[src/rtl/cache_ctrl_if.sv]
// Bus bundle for cache_ctrl: processor read port, memory refill port and LRU tracker port.
// Handshakes: a cpu read is taken when cpuReq && cpuReady at a rising edge; a memory read holds memReq until memAck is seen at an edge.
interface cache_ctrl_if #(
   parameter int TAG_W  = 8,
   parameter int DATA_W = 16
);
   logic              cpuReq;
   logic [TAG_W-1:0]  cpuAddr;
   logic              flush;
   logic              cpuReady;
   logic [DATA_W-1:0] cpuData;
   logic              cpuDone;
   logic              memReq;
   logic [TAG_W-1:0]  memAddr;
   logic              memAck;
   logic [DATA_W-1:0] memData;
   logic [1:0]        lruOut;
   logic [1:0]        lruIndex;
   logic              lruEnable;
   logic              lruHit;

   modport slave (
      input  cpuReq, cpuAddr, flush, memAck, memData, lruOut,
      output cpuReady, cpuData, cpuDone, memReq, memAddr, lruIndex, lruEnable, lruHit
   );

   modport master (
      output cpuReq, cpuAddr, flush, memAck, memData, lruOut,
      input  cpuReady, cpuData, cpuDone, memReq, memAddr, lruIndex, lruEnable, lruHit
   );
endinterface

[src/rtl/cache_ctrl.sv]
// Sequencing controller for a 4-line fully-associative read-only cache.
// Hits return stored data; misses refill a victim line from memory and report it to the LRU tracker.
module cache_ctrl #(
   parameter int TAG_W  = 8,
   parameter int DATA_W = 16
) (
   input  logic         clk,
   input  logic         reset,
   cache_ctrl_if.slave  bus,
   output logic [2:0]   state_o
);
   localparam logic [2:0] ST_IDLE   = 3'd0;
   localparam logic [2:0] ST_LOOKUP = 3'd1;
   localparam logic [2:0] ST_MISS   = 3'd2;
   localparam logic [2:0] ST_REFILL = 3'd3;
   localparam logic [2:0] ST_DONE   = 3'd4;

   logic [2:0]        state_q, state_d;
   logic [3:0]        valid_q, valid_d;
   logic [TAG_W-1:0]  req_addr_q, req_addr_d;
   logic [1:0]        victim_q, victim_d;
   logic [DATA_W-1:0] cpu_data_q, cpu_data_d;
   logic [TAG_W-1:0]  tag_q  [4];
   logic [DATA_W-1:0] data_q [4];

   logic       hit;
   logic [1:0] hit_idx;
   logic       has_free;
   logic [1:0] free_idx;
   logic       fill_we;
   logic       lookup_hit;
   logic       refill;

   // Descending scan so the lowest matching / lowest invalid index wins.
   always_comb begin
      hit      = 1'b0;
      hit_idx  = 2'd0;
      has_free = 1'b0;
      free_idx = 2'd0;
      for (int i = 3; i >= 0; i--) begin
         if (valid_q[i] && (tag_q[i] == req_addr_q)) begin
            hit     = 1'b1;
            hit_idx = 2'(i);
         end
         if (!valid_q[i]) begin
            has_free = 1'b1;
            free_idx = 2'(i);
         end
      end
   end

   assign fill_we = (state_q == ST_MISS) && bus.memAck;

   always_comb begin
      state_d    = state_q;
      valid_d    = valid_q;
      req_addr_d = req_addr_q;
      victim_d   = victim_q;
      cpu_data_d = cpu_data_q;
      case (state_q)
         ST_IDLE: begin
            if (bus.flush) begin
               valid_d = 4'b0000;
            end else if (bus.cpuReq) begin
               req_addr_d = bus.cpuAddr;
               state_d    = ST_LOOKUP;
            end
         end
         ST_LOOKUP: begin
            if (hit) begin
               cpu_data_d = data_q[hit_idx];
               state_d    = ST_DONE;
            end else begin
               victim_d = has_free ? free_idx : bus.lruOut;
               state_d  = ST_MISS;
            end
         end
         ST_MISS: begin
            if (bus.memAck) begin
               valid_d[victim_q] = 1'b1;
               cpu_data_d        = bus.memData;
               state_d           = ST_REFILL;
            end
         end
         ST_REFILL: state_d = ST_DONE;
         ST_DONE:   state_d = ST_IDLE;
         default:   state_d = ST_IDLE;
      endcase
   end

   always_ff @(posedge clk or posedge reset) begin
      if (reset) begin
         state_q    <= ST_IDLE;
         valid_q    <= 4'b0000;
         req_addr_q <= '0;
         victim_q   <= 2'd0;
         cpu_data_q <= '0;
      end else begin
         state_q    <= state_d;
         valid_q    <= valid_d;
         req_addr_q <= req_addr_d;
         victim_q   <= victim_d;
         cpu_data_q <= cpu_data_d;
      end
   end

   // Tag/data storage needs no reset: a line is only read once its valid bit is set.
   always_ff @(posedge clk) begin
      if (fill_we) begin
         tag_q[victim_q]  <= req_addr_q;
         data_q[victim_q] <= bus.memData;
      end
   end

   assign lookup_hit = (state_q == ST_LOOKUP) && hit;
   assign refill     = (state_q == ST_REFILL);

   assign bus.cpuReady  = (state_q == ST_IDLE);
   assign bus.cpuDone   = (state_q == ST_DONE);
   assign bus.cpuData   = cpu_data_q;
   assign bus.memReq    = (state_q == ST_MISS);
   assign bus.memAddr   = (state_q == ST_MISS) ? req_addr_q : '0;
   assign bus.lruEnable = lookup_hit || refill;
   assign bus.lruHit    = lookup_hit || refill;
   assign bus.lruIndex  = refill ? victim_q : (lookup_hit ? hit_idx : 2'd0);
   assign state_o       = state_q;
endmodule
[src/flat_wrapper.sv]
// flat-port wrapper written by rule: the top's interface ports become plain ports
module cache_ctrl_flat 
#(
   parameter int TAG_W  = 8,
   parameter int DATA_W = 16
)
  (clk, reset, state_o, bus_cpuReq, bus_cpuAddr, bus_flush, bus_memAck, bus_memData, bus_lruOut, bus_cpuReady, bus_cpuData, bus_cpuDone, bus_memReq, bus_memAddr, bus_lruIndex, bus_lruEnable, bus_lruHit);
  cache_ctrl_if #(.TAG_W(TAG_W), .DATA_W(DATA_W)) bus_i ();
  input  logic clk;
  input  logic reset;
  output logic [2:0] state_o;
  input wire logic [$bits(bus_i.cpuReq)-1:0] bus_cpuReq;
  input wire logic [$bits(bus_i.cpuAddr)-1:0] bus_cpuAddr;
  input wire logic [$bits(bus_i.flush)-1:0] bus_flush;
  input wire logic [$bits(bus_i.memAck)-1:0] bus_memAck;
  input wire logic [$bits(bus_i.memData)-1:0] bus_memData;
  input wire logic [$bits(bus_i.lruOut)-1:0] bus_lruOut;
  output wire logic [$bits(bus_i.cpuReady)-1:0] bus_cpuReady;
  output wire logic [$bits(bus_i.cpuData)-1:0] bus_cpuData;
  output wire logic [$bits(bus_i.cpuDone)-1:0] bus_cpuDone;
  output wire logic [$bits(bus_i.memReq)-1:0] bus_memReq;
  output wire logic [$bits(bus_i.memAddr)-1:0] bus_memAddr;
  output wire logic [$bits(bus_i.lruIndex)-1:0] bus_lruIndex;
  output wire logic [$bits(bus_i.lruEnable)-1:0] bus_lruEnable;
  output wire logic [$bits(bus_i.lruHit)-1:0] bus_lruHit;
  assign bus_i.cpuReq = bus_cpuReq;
  assign bus_i.cpuAddr = bus_cpuAddr;
  assign bus_i.flush = bus_flush;
  assign bus_i.memAck = bus_memAck;
  assign bus_i.memData = bus_memData;
  assign bus_i.lruOut = bus_lruOut;
  assign bus_cpuReady = bus_i.cpuReady;
  assign bus_cpuData = bus_i.cpuData;
  assign bus_cpuDone = bus_i.cpuDone;
  assign bus_memReq = bus_i.memReq;
  assign bus_memAddr = bus_i.memAddr;
  assign bus_lruIndex = bus_i.lruIndex;
  assign bus_lruEnable = bus_i.lruEnable;
  assign bus_lruHit = bus_i.lruHit;
  cache_ctrl #(.TAG_W(TAG_W), .DATA_W(DATA_W)) u_core (.clk(clk), .reset(reset), .bus(bus_i), .state_o(state_o));
endmodule
[config.mk]
export PLATFORM = sky130hd
export DESIGN_NAME = cache_ctrl_flat
export DESIGN_NICKNAME = d
export VERILOG_FILES = /design/src/rtl/cache_ctrl_if.sv /design/src/rtl/cache_ctrl.sv /design/src/flat_wrapper.sv
export SDC_FILE = /design/constraint.sdc
export NUM_CORES = 1
export LEC_CHECK = 0
export CAP_MARGIN = 5
export CORE_ASPECT_RATIO = 0.8
export CORE_UTILIZATION = 56
export DETAILED_ROUTE_END_ITERATION = 10
export HOLD_SLACK_MARGIN = 0.06
export PLACE_DENSITY = 0.8
export SLEW_MARGIN = 25
export SYNTH_ARGS = -nofsm -noshare
export SYNTH_HDL_FRONTEND = slang
export SYNTH_SLANG_ARGS = --single-unit
[constraint.sdc]
create_clock -name clk -period 4 [get_ports clk]
set_input_delay 0.6 -clock clk [delete_from_list [all_inputs] [get_ports clk]]
set_output_delay 0.6 -clock clk [all_outputs]
set_load 0.02 [all_outputs]
==> reports/metrics.csv, run 1 <==
stage;metric;value;unit
synthesis;Mapped Area;5672;sq um
timing;slew of the pin with the lowest slew margin;0.6468;ns
synthesis;Mapped Cells;432;
setup_path;CP cell instances;xnor2_2 -> nand4_2 -> nor3_2 -> nor2_1 -> a31oi_1 -> clkdlybuf4s50_1;
cts;buffer depth of the longest clock path;2;
detailed_routing;via count;3821;
synthesis;share of the synthesized area in the top cell type;50.83;%
synthesis;Syn Nets;463;
cts;H-tree depth;4;
synthesis;largest family of logic cells by synthesized area;simple AND/OR/NAND/NOR gates;
synthesis;synthesized flop and latch total;129;
timing;Final Hold Fails;0;
layout;share of layout cells above drive strength 1;13.73;%
synthesis;top_reg_cell synth;edfxtp_1;
job;max-cap violations;0;
placement;DP Wirelength;7499;microns
detailed_routing;met2 wire length;5808;microns
floorplanning;top-level I/O count;65;
cts;clk slew on worst S/H paths;0.05;ns
setup_path;CP arrival;3.04;ns
cts;post-CTS resize count;0;
synthesis;mux cell area share after synthesis;1.787;%
grt;first-pass GRT wire length;19690;microns
placement;pre-CTS setup slack;0.8428;ns
layout;post-route cell area;6973;sq um
timing;Max Clock Freq;274.6;MHz
layout;Register Area;3709;sq um
synthesis;syn avg cell area;13.13;sq um
grt;antenna violations before repair;0;
setup_path;Buf+Inv Stages, Crit Path;1;
detailed_routing;met3 wire length;1168;microns
power_and_ir_drop;VDD IR-drop max;0.0005040;V
timing;slew margin rel.;56.61;%
floorplanning;Core Area;9729;sq um
synthesis;post-synthesis xor/xnor area fraction;5.736;%
timing;Setup-failing EPs final;0;
detailed_routing;antenna viol nets, final;0;
cts;TritonCTS clock tree;built;
synthesis;Seq/Total Area, Yosys;65.39;%
layout;Area growth syn-to-layout;22.94;%
layout;commonest non-fill, non-tap cell in the layout;edfxtp_1;
synthesis;adder-cell share of the synthesized area;0;%
detailed_routing;DRC violations left;0;
setup_path;cell family with most CP delay;simple AND/OR/NAND/NOR gates;
synthesis;fraction of the mapped netlist area in compound gates;9.861;%
layout;diode count;0;
setup_path;worst endpoint required time;3.40;ns
grt;largest net degree at the start of global routing;34;
layout;commonest non-fill, non-tap cells in the layout;edfxtp_1 (96), clkdlybuf4s50_1 (64), nor2_1 (53), dfrtp_1 (33), nand2_1 (28);
timing;clk_skew;0.006767;ns
timing;Final period util;91.05;%
timing;Setup WS post-layout;0.3578;ns
detailed_routing;first drt pass iteration count;5;
setup_path;register-to-register path setup slack;1.05;ns
setup_path;crit start category;flop;
grt;vias in the first global route;3704;
setup_path;crit-path max FO;17;
timing;Final TNS setup;0;ns
synthesis;Post-Synth Simple-Gate Area;13.28;%
timing;fin crit period;3.642;ns
layout;fin nets;528;
power_and_ir_drop;Power Density;727.9;nW/um^2
grt;GR Overflow Total;0;
synthesis;Distinct cells, synth;43;
synthesis;Ys Warns;0;
floorplanning;initial cell density of the core;58.29;%
worst_hold_path;Hold Path Class;reg -> reg;
floorplanning;chip height;92.02;microns
power_and_ir_drop;total leakage power;0.002487;uW
cts;CTS Buf Count;17;
cts;CTS Root Cell;clkbuf_16;
detailed_routing;Vias/cell;5.915;
placement;GP Congestion;0.8213;
detailed_routing;DR WL/cell;18.98;microns
detailed_routing;top layer reached by signal wires;met4;
detailed_routing;overall routed net length;12260;microns
floorplanning;# rows;32;
outcome;status;finished, final reports clean;
cts;Skew-Pair Late Insertion Delay;0.42;ns
synthesis;cell taking the most area after synthesis;edfxtp_1;
placement;dpl cell area;6386;sq um
detailed_routing;initial DRC count;404;
layout;area of the multi-input gates;1754;sq um
timing;setup repair after global routing missed its margin;false;
synthesis;top cells by area, synth;edfxtp_1 (51%), dfrtp_1 (15%), nor2_1 (3.6%);
floorplanning;full die area;10540;sq um
synthesis;Post-synth EDFFs;96;
timing;Slew Viols, Final;0;
detailed_routing;Metal-1 WL;5156;microns
grt;GRT Total Usage;26.00;%
setup_path;critical path's slowest cell;clkdlybuf4s50_1;
layout;Filler cells;641;
setup_path;critical path class;reg -> out;
floorplanning;Die X;114.5;microns
setup_path;max incr delay on CP;0.65;ns
cts;Hold-fix buffers, CTS;0;
synthesis;Async S/R FF share, synth;25.58;%
setup_path;Critical Path End Type;output pin;
placement;Port Buffer Count;64;
cts;Clock Sinks;129;
cts;postcts setup bufs;0;
==> sequential cells by signal, indices dropped and copies added (netlist names) <==
register	flops
u_core.state_o	3
u_core.bus.cpuData	16
u_core.victim_q	2
u_core.valid_q	4
u_core.req_addr_q	8
u_core.data_q	64
u_core.tag_q	32
==> power by group <==
part,switching (uW),internal (uW)
Combinational,838,704
Sequential,270,1740
Clock,540,985
==> layout make-up <==
type / instances / area share, %
clock inverters: 12 / 2.010
clock buffers: 20 / 6.406
inverters: 4 / 0.2153
flip-flops and latches: 129 / 53.19
multi-input cells: 268 / 25.16
repair buffers: 77 / 10.59
well taps: 136 / 2.440
==> stage by stage <==
step	std cells	power, uW	hold WS (ns)	util, %
4_1_cts	646	5101	0.5294	71.67
6_report	646	5076	0.5348	71.67
3_5_place_dp	614	3573	0.5167	65.64
3_3_place_gp	614	3520	0.5035	65.64
5_1_grt	646	5316	0.5543	71.67
2_1_floorplan	432	3059	0.4771	-
==> synthesized netlist by cell type (2+ instances only) <==
master	n
a21oi_1	18
a31oi_1	18
and2_1	9
buf_2	4
buf_4	11
buf_6	6
clkbuf_1	9
dfrtp_1	33
edfxtp_1	96
inv_1	3
mux2_2	9
nand2_1	28
nand2b_1	2
nand3_2	2
nand4_2	2
nor2_1	55
nor3_1	21
nor4_1	8
nor4_2	2
o21a_1	4
o21ai_0	3
o21ai_1	9
o21ba_1	9
o221ai_1	7
o311ai_1	9
or4_1	9
xnor2_1	4
xnor2_2	6
xor2_1	22
==> final timing paths <==
path	startpoint	to	cells after the start
worst max-delay path	u_core.req_addr_q[0]	bus_lruEnable	6
min in group asynchronous	reset	u_core.valid_q[0]	3
max in group asynchronous	reset	u_core.bus.cpuData[0]	3
worst max register to register	u_core.state_o[1]	u_core.data_q[2][1]	6
worst min-delay path	u_core.valid_q[3]	u_core.valid_q[3]	1
worst min register to register	u_core.valid_q[3]	u_core.valid_q[3]	1
==> logic make-up after synthesis <==
family | count (synthesis)
AND/OR/NAND/NOR | 147
flip-flops | 129
AO/OA/AOI/OAI | 80
buffers and inverters | 35
XOR/XNOR | 32
multiplexers | 9
==> per-layer routing <==
layer | vias to the layer above | global-route usage (%)
met3 | 13 | 8.394
met2 | 196 | 38.54
met5 | - | 0
met4 | 0 | 8.983
met1 | 1883 | 36.28
li1 | 1729 | -
No activity file was read; power rests on OpenSTA's default activity.
==> run 2, diff against run 1 <==
Settings changed: RECOVER_POWER from default to 50.
==> run 2 against run 1 <==
Net effect: the run now ends with max-capacitance violations, max-slew violations left; combinational power barely moved; critical endpoint unchanged; wire length barely moved; power shrank 0.62%; sequential share of layout area hardly changed; via count up 0.24%; largest power group unchanged; highest routed layer unchanged; cell area barely moved; global-route usage stayed put.
==> reports/metrics.csv, run 2 (synthesized netlist as in run 1, its figures left out) <==
stage;metric;value;unit;change
outcome;status;finished, violations left;;
outcome;failing checks;max-capacitance violations, max-slew violations;;
detailed_routing;Vias/cell;5.929;;+0.24%
detailed_routing;antenna viol nets, final;0;;unchanged
cts;buffer depth of the longest clock path;2;;unchanged
floorplanning;top-level I/O count;65;;unchanged
layout;max reg flops;64;;unchanged
timing;slew of the pin with the lowest slew margin;2.058;ns;+1.412 ns
timing;Max Clock Freq;273.2;MHz;-0.50%
setup_path;Crit path depth;6;;unchanged
setup_path;CP cell instances;xnor2_2 -> nand4_2 -> nor3_2 -> nor2_1 -> a31oi_1 -> clkdlybuf4s50_1;;
detailed_routing;DRC violations left;0;;unchanged
timing;slew margin rel.;-37.23;%;-94 points
cts;clk slew on worst S/H paths;0.05;ns;about the same
layout;commonest non-fill, non-tap cell in the layout;edfxtp_1;;
floorplanning;Core Area;9729;sq um;unchanged
power_and_ir_drop;register share of total power;39.7;%;about the same
setup_path;worst endpoint required time;3.40;ns;about the same
detailed_routing;initial DRC count;371;;-8.2%
timing;Setup WS post-layout;0.3396;ns;-0.01828 ns
job;max-cap violations;1;;+1
floorplanning;Die X;114.5;microns;unchanged
power_and_ir_drop;Power Internal;3402;uW;-0.76%
cts;TritonCTS clock tree;built;;
setup_path;Critical Path End Type;output pin;;
setup_path;crit-path max FO;17;;unchanged
setup_path;R2R Path End;u_core.data_q[2][1];;
layout;share of layout cells above drive strength 1;13.53;%;-0.20 points
cts;Hold-fix buffers, CTS;0;;unchanged
layout;fin util;71.63;%;about the same
power_and_ir_drop;Pwr Total;5044;uW;-0.62%
power_and_ir_drop;VDD IR-drop max;0.0005038;V;about the same
worst_hold_path;hold_sp;u_core.valid_q[3];;
cts;post-CTS resize count;0;;unchanged
setup_path;cell family with most CP delay;simple AND/OR/NAND/NOR gates;;
timing;setup repair after global routing missed its margin;false;;
layout;diode count;0;;unchanged
setup_path;crit path to;bus_lruEnable;;
cts;H-tree depth;4;;unchanged
timing;Final period util;91.51;%;+0.46 points
cts;postcts setup bufs;0;;unchanged
setup_path;critical path's slowest cell;clkdlybuf4s50_1;;
timing;clk_skew;0.006841;ns;+0.00007402 ns
timing;Slew Viols, Final;34;;+34
timing;Setup-failing EPs final;0;;unchanged
layout;fin nets;528;;unchanged
grt;antenna violations before repair;0;;unchanged
timing;Final Hold Fails;0;;unchanged
cts;CTS Buf Count;17;;unchanged
floorplanning;full die area;10540;sq um;unchanged
setup_path;Buf+Inv Stages, Crit Path;1;;unchanged
placement;pre-CTS setup slack;0.8428;ns;unchanged
setup_path;crit start category;flop;;
placement;Port Buffer Count;64;;unchanged
setup_path;max incr delay on CP;0.65;ns;about the same
setup_path;CP arrival;3.06;ns;+0.02 ns
grt;GRT Total Usage;26.00;%;unchanged
setup_path;register-to-register path setup slack;1.07;ns;+0.02 ns
setup_path;Crit. Startpoint;u_core.req_addr_q[0];;
layout;commonest non-fill, non-tap cells in the layout;edfxtp_1 (96), nor2_1 (53), clkdlybuf4s50_1 (35), dfrtp_1 (33), dlygate4sd3_1 (29);;
timing;fin crit period;3.660;ns;+0.01828 ns
power_and_ir_drop;Clock Power Share;30.2;%;+0.2 points
setup_path;worst reg2reg path depth;6;;unchanged
grt;largest net degree at the start of global routing;34;;unchanged
placement;GP Congestion;0.8213;;unchanged
power_and_ir_drop;switching power;1643;uW;-0.34%
setup_path;critical path class;reg -> out;;
power_and_ir_drop;total leakage power;0.002483;uW;-0.16%
power_and_ir_drop;Comb pwr share;30.1;%;-0.3 points
cts;CTS Root Cell;clkbuf_16;;
floorplanning;# rows;32;;unchanged
floorplanning;chip height;92.02;microns;unchanged
grt;vias in the first global route;3704;;unchanged
floorplanning;initial cell density of the core;58.29;%;unchanged
grt;first-pass GRT wire length;19690;microns;unchanged
layout;largest register by flop count;u_core.data_q;;
detailed_routing;first drt pass iteration count;4;;-1
placement;DP Wirelength;7499;microns;unchanged
power_and_ir_drop;Sw Ratio;32.57;%;+0.093 points
cts;Skew-Pair Late Insertion Delay;0.42;ns;about the same
setup_path;worst r2r src;u_core.state_o[1];;
timing;Final TNS setup;0;ns;unchanged
cts;Clock Sinks;129;;unchanged
layout;Area growth syn-to-layout;22.88;%;about the same
grt;GR Overflow Total;0;;unchanged
power_and_ir_drop;Power Density;723.8;nW/um^2;-0.57%
detailed_routing;via count;3830;;+0.24%
detailed_routing;overall routed net length;12270;microns;about the same
detailed_routing;DR WL/cell;18.99;microns;about the same
worst_hold_path;Hold Path Class;reg -> reg;;
[run 2: worst min path at each step]
stage,to,slack (ns),cells after the start
finish,u_core.valid_q[3],0.53,1
floorplan,u_core.tag_q[0][0],0.48,0
detailed placement,u_core.valid_q[3],0.52,1
CTS,u_core.valid_q[3],0.53,1
global placement,u_core.valid_q[3],0.50,1
global route,u_core.valid_q[3],0.55,1
[run 2: through the flow]
stage,cell area [sq um],hold WS [ns],std cells
floorplan,5672,0.4771,432
global placement,6386,0.5035,614
detailed placement,6386,0.5167,614
CTS,6973,0.5294,646
global route,6969,0.5543,646
finish,6969,0.5331,646
[run 2: final cells by class]
class                      count  area, sq um
clock inverter                12        140.1
multi-input combinational    268         1754
tap                          136        170.2
sequential                   129         3709
inverter                       4        15.01
clock buffer                  20        446.7
fill                         640         2760
timing repair buffer          77        734.5
[run 2: worst reg2reg max path, delay by kind of cell (launching register included)]
family / cells / cell delay, ns
DFF: 1 / 0.55
buffers and inverters: 3 / 1.12
and+or+nand+nor: 3 / 0.91
[run 2: metal layers]
metal  routed length (microns)  part of all wire (%)  global-route usage [%]  vias up
li1                          -                     -                       -     1729
met1                      5383                    44                   36.28     1920
met2                      5738                    47                   38.54      165
met3                      1004                   8.2                   8.394       16
met4                       142                   1.2                   8.983        0
met5                         0                     0                       0        -
[run 2: power groups by stage]
stage                     Clock [uW]  Sequential, uW  Combinational, uW
after floorplan                    0            2010               1050
after global placement             0            2010               1510
after detailed placement           0            2030               1540
after CTS                       1540            2010               1550
after global routing            1610            2040               1640
final                           1520            2000               1520
==> run 3, diff against run 2 <==
Settings changed: CORE_MARGIN from default to 2, CORE_UTILIZATION 56 to 50, PLACE_DENSITY 0.8 to 0.75.
Clock period 4 ns to 3.3 ns, I/O delays scaled along.
==> run 3 against run 2 <==
Net effect: the run still ends with max-capacitance violations, max-slew violations left; cell area grew 1.1%; first-iteration DRC count shrank 1.1%; combinational power grew 32%; worst setup slack lost 0.19 ns; non-clock buffer count grew 7; clock skew is essentially flat; die area grew 16%; register-to-register slack lost 0.42 ns; cell count grew 2.3%; power grew 22%; sequential power grew 20%; critical endpoint is now bus_lruIndex[0].
==> reports/metrics.csv, run 3 (synthesized netlist as in run 1, its figures left out) <==
stage;metric;value;unit;change
placement;GP Congestion;0.7873;;-4.1%
detailed_routing;antenna viol nets, final;0;;unchanged
detailed_routing;DRC violations left;0;;unchanged
power_and_ir_drop;register share of total power;38.9;%;-0.8 points
grt;vias in the first global route;3924;;+5.9%
setup_path;critical path class;reg -> out;;
layout;Filler cells;809;;+26%
timing;Setup-failing EPs final;0;;unchanged
floorplanning;chip height;99.26;microns;+7.9%
placement;Port Buffer Count;64;;unchanged
power_and_ir_drop;Power Internal;4084;uW;+20%
worst_hold_path;Hold EP;u_core.valid_q[3];;
layout;commonest non-fill, non-tap cell in the layout;edfxtp_1;;
layout;post-route cell area;7047;sq um;+1.1%
floorplanning;Die X;123.1;microns;+7.5%
setup_path;critical path's slowest cell;clkdlybuf4s50_1;;
grt;GR Layer Usage met3;6.537;%;-1.9 points
layout;diode count;0;;unchanged
cts;CTS Buf Count;17;;unchanged
setup_path;Critical Path End Type;output pin;;
grt;antenna violations before repair;0;;unchanged
timing;worst hold slack;0.5195;ns;-0.01361 ns
setup_path;crit start category;flop;;
worst_hold_path;hold_sp;u_core.valid_q[3];;
layout;largest register by flop count;u_core.data_q;;
power_and_ir_drop;Comb pwr share;32.6;%;+2.5 points
cts;TritonCTS clock tree;built;;
cts;H-tree depth;4;;unchanged
setup_path;worst r2r src;u_core.req_addr_q[6];;
power_and_ir_drop;VDD IR-drop max;0.0004221;V;-16%
grt;GR Overflow Total;0;;unchanged
timing;Final Hold Fails;0;;unchanged
layout;Area growth syn-to-layout;24.24;%;
power_and_ir_drop;Clock Power Share;28.5;%;-1.7 points
grt;M2 GR Usage;35.87;%;-2.7 points
layout;share of layout cells above drive strength 1;15.67;%;+2.1 points
setup_path;R2R Path End;u_core.bus.cpuData[1];;
placement;DP Wirelength;7584;microns;+1.1%
setup_path;CP arrival;2.66;ns;-0.40 ns
grt;first-pass GRT wire length;20720;microns;+5.2%
floorplanning;full die area;12220;sq um;+16%
outcome;status;finished, violations left;;
placement;dpl cell area;6474;sq um;+1.4%
setup_path;CP cell instances;xor2_1 -> nor4_2 -> and3_1 -> nand2_1 -> a21boi_1 -> a21oi_1 -> nor2_1 -> clkdlybuf4s50_1;;
power_and_ir_drop;Pwr Total;6146;uW;+22%
cts;Skew-Pair Late Insertion Delay;0.41;ns;about the same
power_and_ir_drop;total leakage power;0.002533;uW;+2.0%
cts;buffer depth of the longest clock path;2;;unchanged
timing;Slew Viols, Final;34;;unchanged
setup_path;cell family with most CP delay;simple AND/OR/NAND/NOR gates;;
detailed_routing;initial DRC count;367;;-1.1%
timing;Final period util;95.60;%;
worst_hold_path;Hold Path Class;reg -> reg;;
setup_path;worst reg2reg path depth;8;;+2
timing;Max Clock Freq;317.0;MHz;
power_and_ir_drop;Sw Ratio;33.54;%;+0.98 points
power_and_ir_drop;Power Density;872.1;nW/um^2;+20%
grt;met1 usage;31.01;%;-5.3 points
timing;slew of the pin with the lowest slew margin;2.076;ns;+0.01720 ns
timing;fin crit period;3.155;ns;
layout;fin nets;535;;+1.3%
job;max-cap violations;1;;unchanged
detailed_routing;first drt pass iteration count;5;;+1
detailed_routing;via count;3828;;-0.052%
floorplanning;Core Area;10980;sq um;+13%
grt;GRT Total Usage;23.16;%;-2.8 points
cts;clk slew on worst S/H paths;0.05;ns;about the same
outcome;failing checks;max-capacitance violations, max-slew violations;;
cts;CTS Root Cell;clkbuf_16;;
timing;Final TNS setup;0;ns;unchanged
grt;largest net degree at the start of global routing;34;;unchanged
worst_hold_path;Hold Crit Depth;1;;unchanged
layout;fin util;64.20;%;-7.4 points
grt;Top Usage Layer GRT;met2;;
setup_path;worst endpoint required time;2.80;ns;-0.60 ns
setup_path;Buf+Inv Stages, Crit Path;1;;unchanged
setup_path;register-to-register path setup slack;0.65;ns;-0.42 ns
floorplanning;initial cell density of the core;51.68;%;-6.6 points
power_and_ir_drop;switching power;2062;uW;+25%
detailed_routing;overall routed net length;13160;microns;+7.2%
detailed_routing;Vias/cell;5.791;;-2.3%
setup_path;Crit path depth;8;;+2
setup_path;crit-path max FO;10;;-7
layout;max reg flops;64;;unchanged
setup_path;max incr delay on CP;0.61;ns;-0.04 ns
timing;slew margin rel.;-38.38;%;-1.1 points
detailed_routing;DR WL/cell;19.90;microns;+4.8%
floorplanning;top-level I/O count;65;;unchanged
cts;Clock Sinks;129;;unchanged
floorplanning;# rows;34;;+6.3%
cts;Hold-fix buffers, CTS;0;;unchanged
layout;commonest non-fill, non-tap cells in the layout;edfxtp_1 (96), nor2_1 (53), dlygate4sd3_1 (32), clkdlybuf4s50_1 (29), dfrtp_1 (29);;
cts;postcts setup bufs;0;;unchanged
timing;clk_skew;0.006948;ns;+0.0001071 ns
[run 3: changes by cell type in the layout (fill, tap and decap cells not counted), sizes merged]
| cell | previous run | this run |
|---|---|---|
| dlygate4sd3 | 29 | 32 |
| clkinv | 8 | 11 |
| clkbuf | 21 | 19 |
| bufinv | 3 | 2 |
| dlygate4sd2 | 0 | 2 |
| buf | 12 | 19 |
| dlymetal6s2s | 0 | 1 |
| clkdlybuf4s50 | 35 | 29 |
[run 3: area by class of cell]
| class | instances | area, sq um | area share, % |
|---|---|---|---|
| Tap cell | 144 | 180.2 | 2.557 |
| Multi-Input combinational cell | 268 | 1774 | 25.18 |
| Clock inverter | 14 | 122.6 | 1.740 |
| Inverter | 4 | 15.01 | 0.2131 |
| Sequential cell | 129 | 3714 | 52.70 |
| Timing Repair Buffer | 84 | 812.0 | 11.52 |
| Clock buffer | 18 | 429.2 | 6.090 |
[run 3: how the worst max path moves through the flow]
stage	endpoint	startpoint	slack (ns)
finish	bus_lruIndex[0]	u_core.req_addr_q[0]	0.15
global route	bus_lruIndex[0]	u_core.req_addr_q[7]	-0.002
CTS	bus_lruIndex[0]	u_core.req_addr_q[6]	0.04
detailed placement	bus_lruIndex[0]	u_core.req_addr_q[6]	0.41
global placement	bus_lruIndex[0]	u_core.req_addr_q[6]	0.42
floorplan	u_core.data_q[0][0]	u_core.state_o[0]	-0.04
[run 3: power groups by stage]
stage                     Clock (uW)  Combinational, uW  Sequential [uW]
final                           1750               2000             2390
after global routing            1840               2170             2430
after CTS                       1770               2020             2390
after detailed placement           0               2000             2420
after global placement             0               1980             2400
after floorplan                    0               1280             2430
[run 3: layer usage]
metal | vias up | share of wire (%)
li1 | 1755 | -
met1 | 1899 | 44
met2 | 149 | 48
met3 | 25 | 6.5
met4 | 0 | 1.8
met5 | - | 0
[run 3: repair_timing]
| action | in CTS | in global routing |
|---|---|---|
| setup endpoints to repair | 4 | 2 |
| pin swaps | 0 | 2 |
| hold endpoints to repair | 0 | 0 |
| cloned | 0 | 0 |
| resized for setup | 5 | 6 |
[run 3: worst register-to-register path: cells and delay by family (launching register included)]
family / cells / cell delay, ns
and+or+nand+nor: 4 / 0.71
buffers and inverters: 1 / 0.31
AOI/OAI and AO/OA: 2 / 0.68
xor gates and xnor gates: 1 / 0.31
DFF: 1 / 0.49
[run 3: metrics by stage]
step	worst slack, ns	instances
3_3_place_gp	0.4178	629
4_1_cts	0.03964	661
6_report	0.1453	661
3_5_place_dp	0.4081	629
5_1_grt	-0.002077	661
2_1_floorplan	-0.04153	432
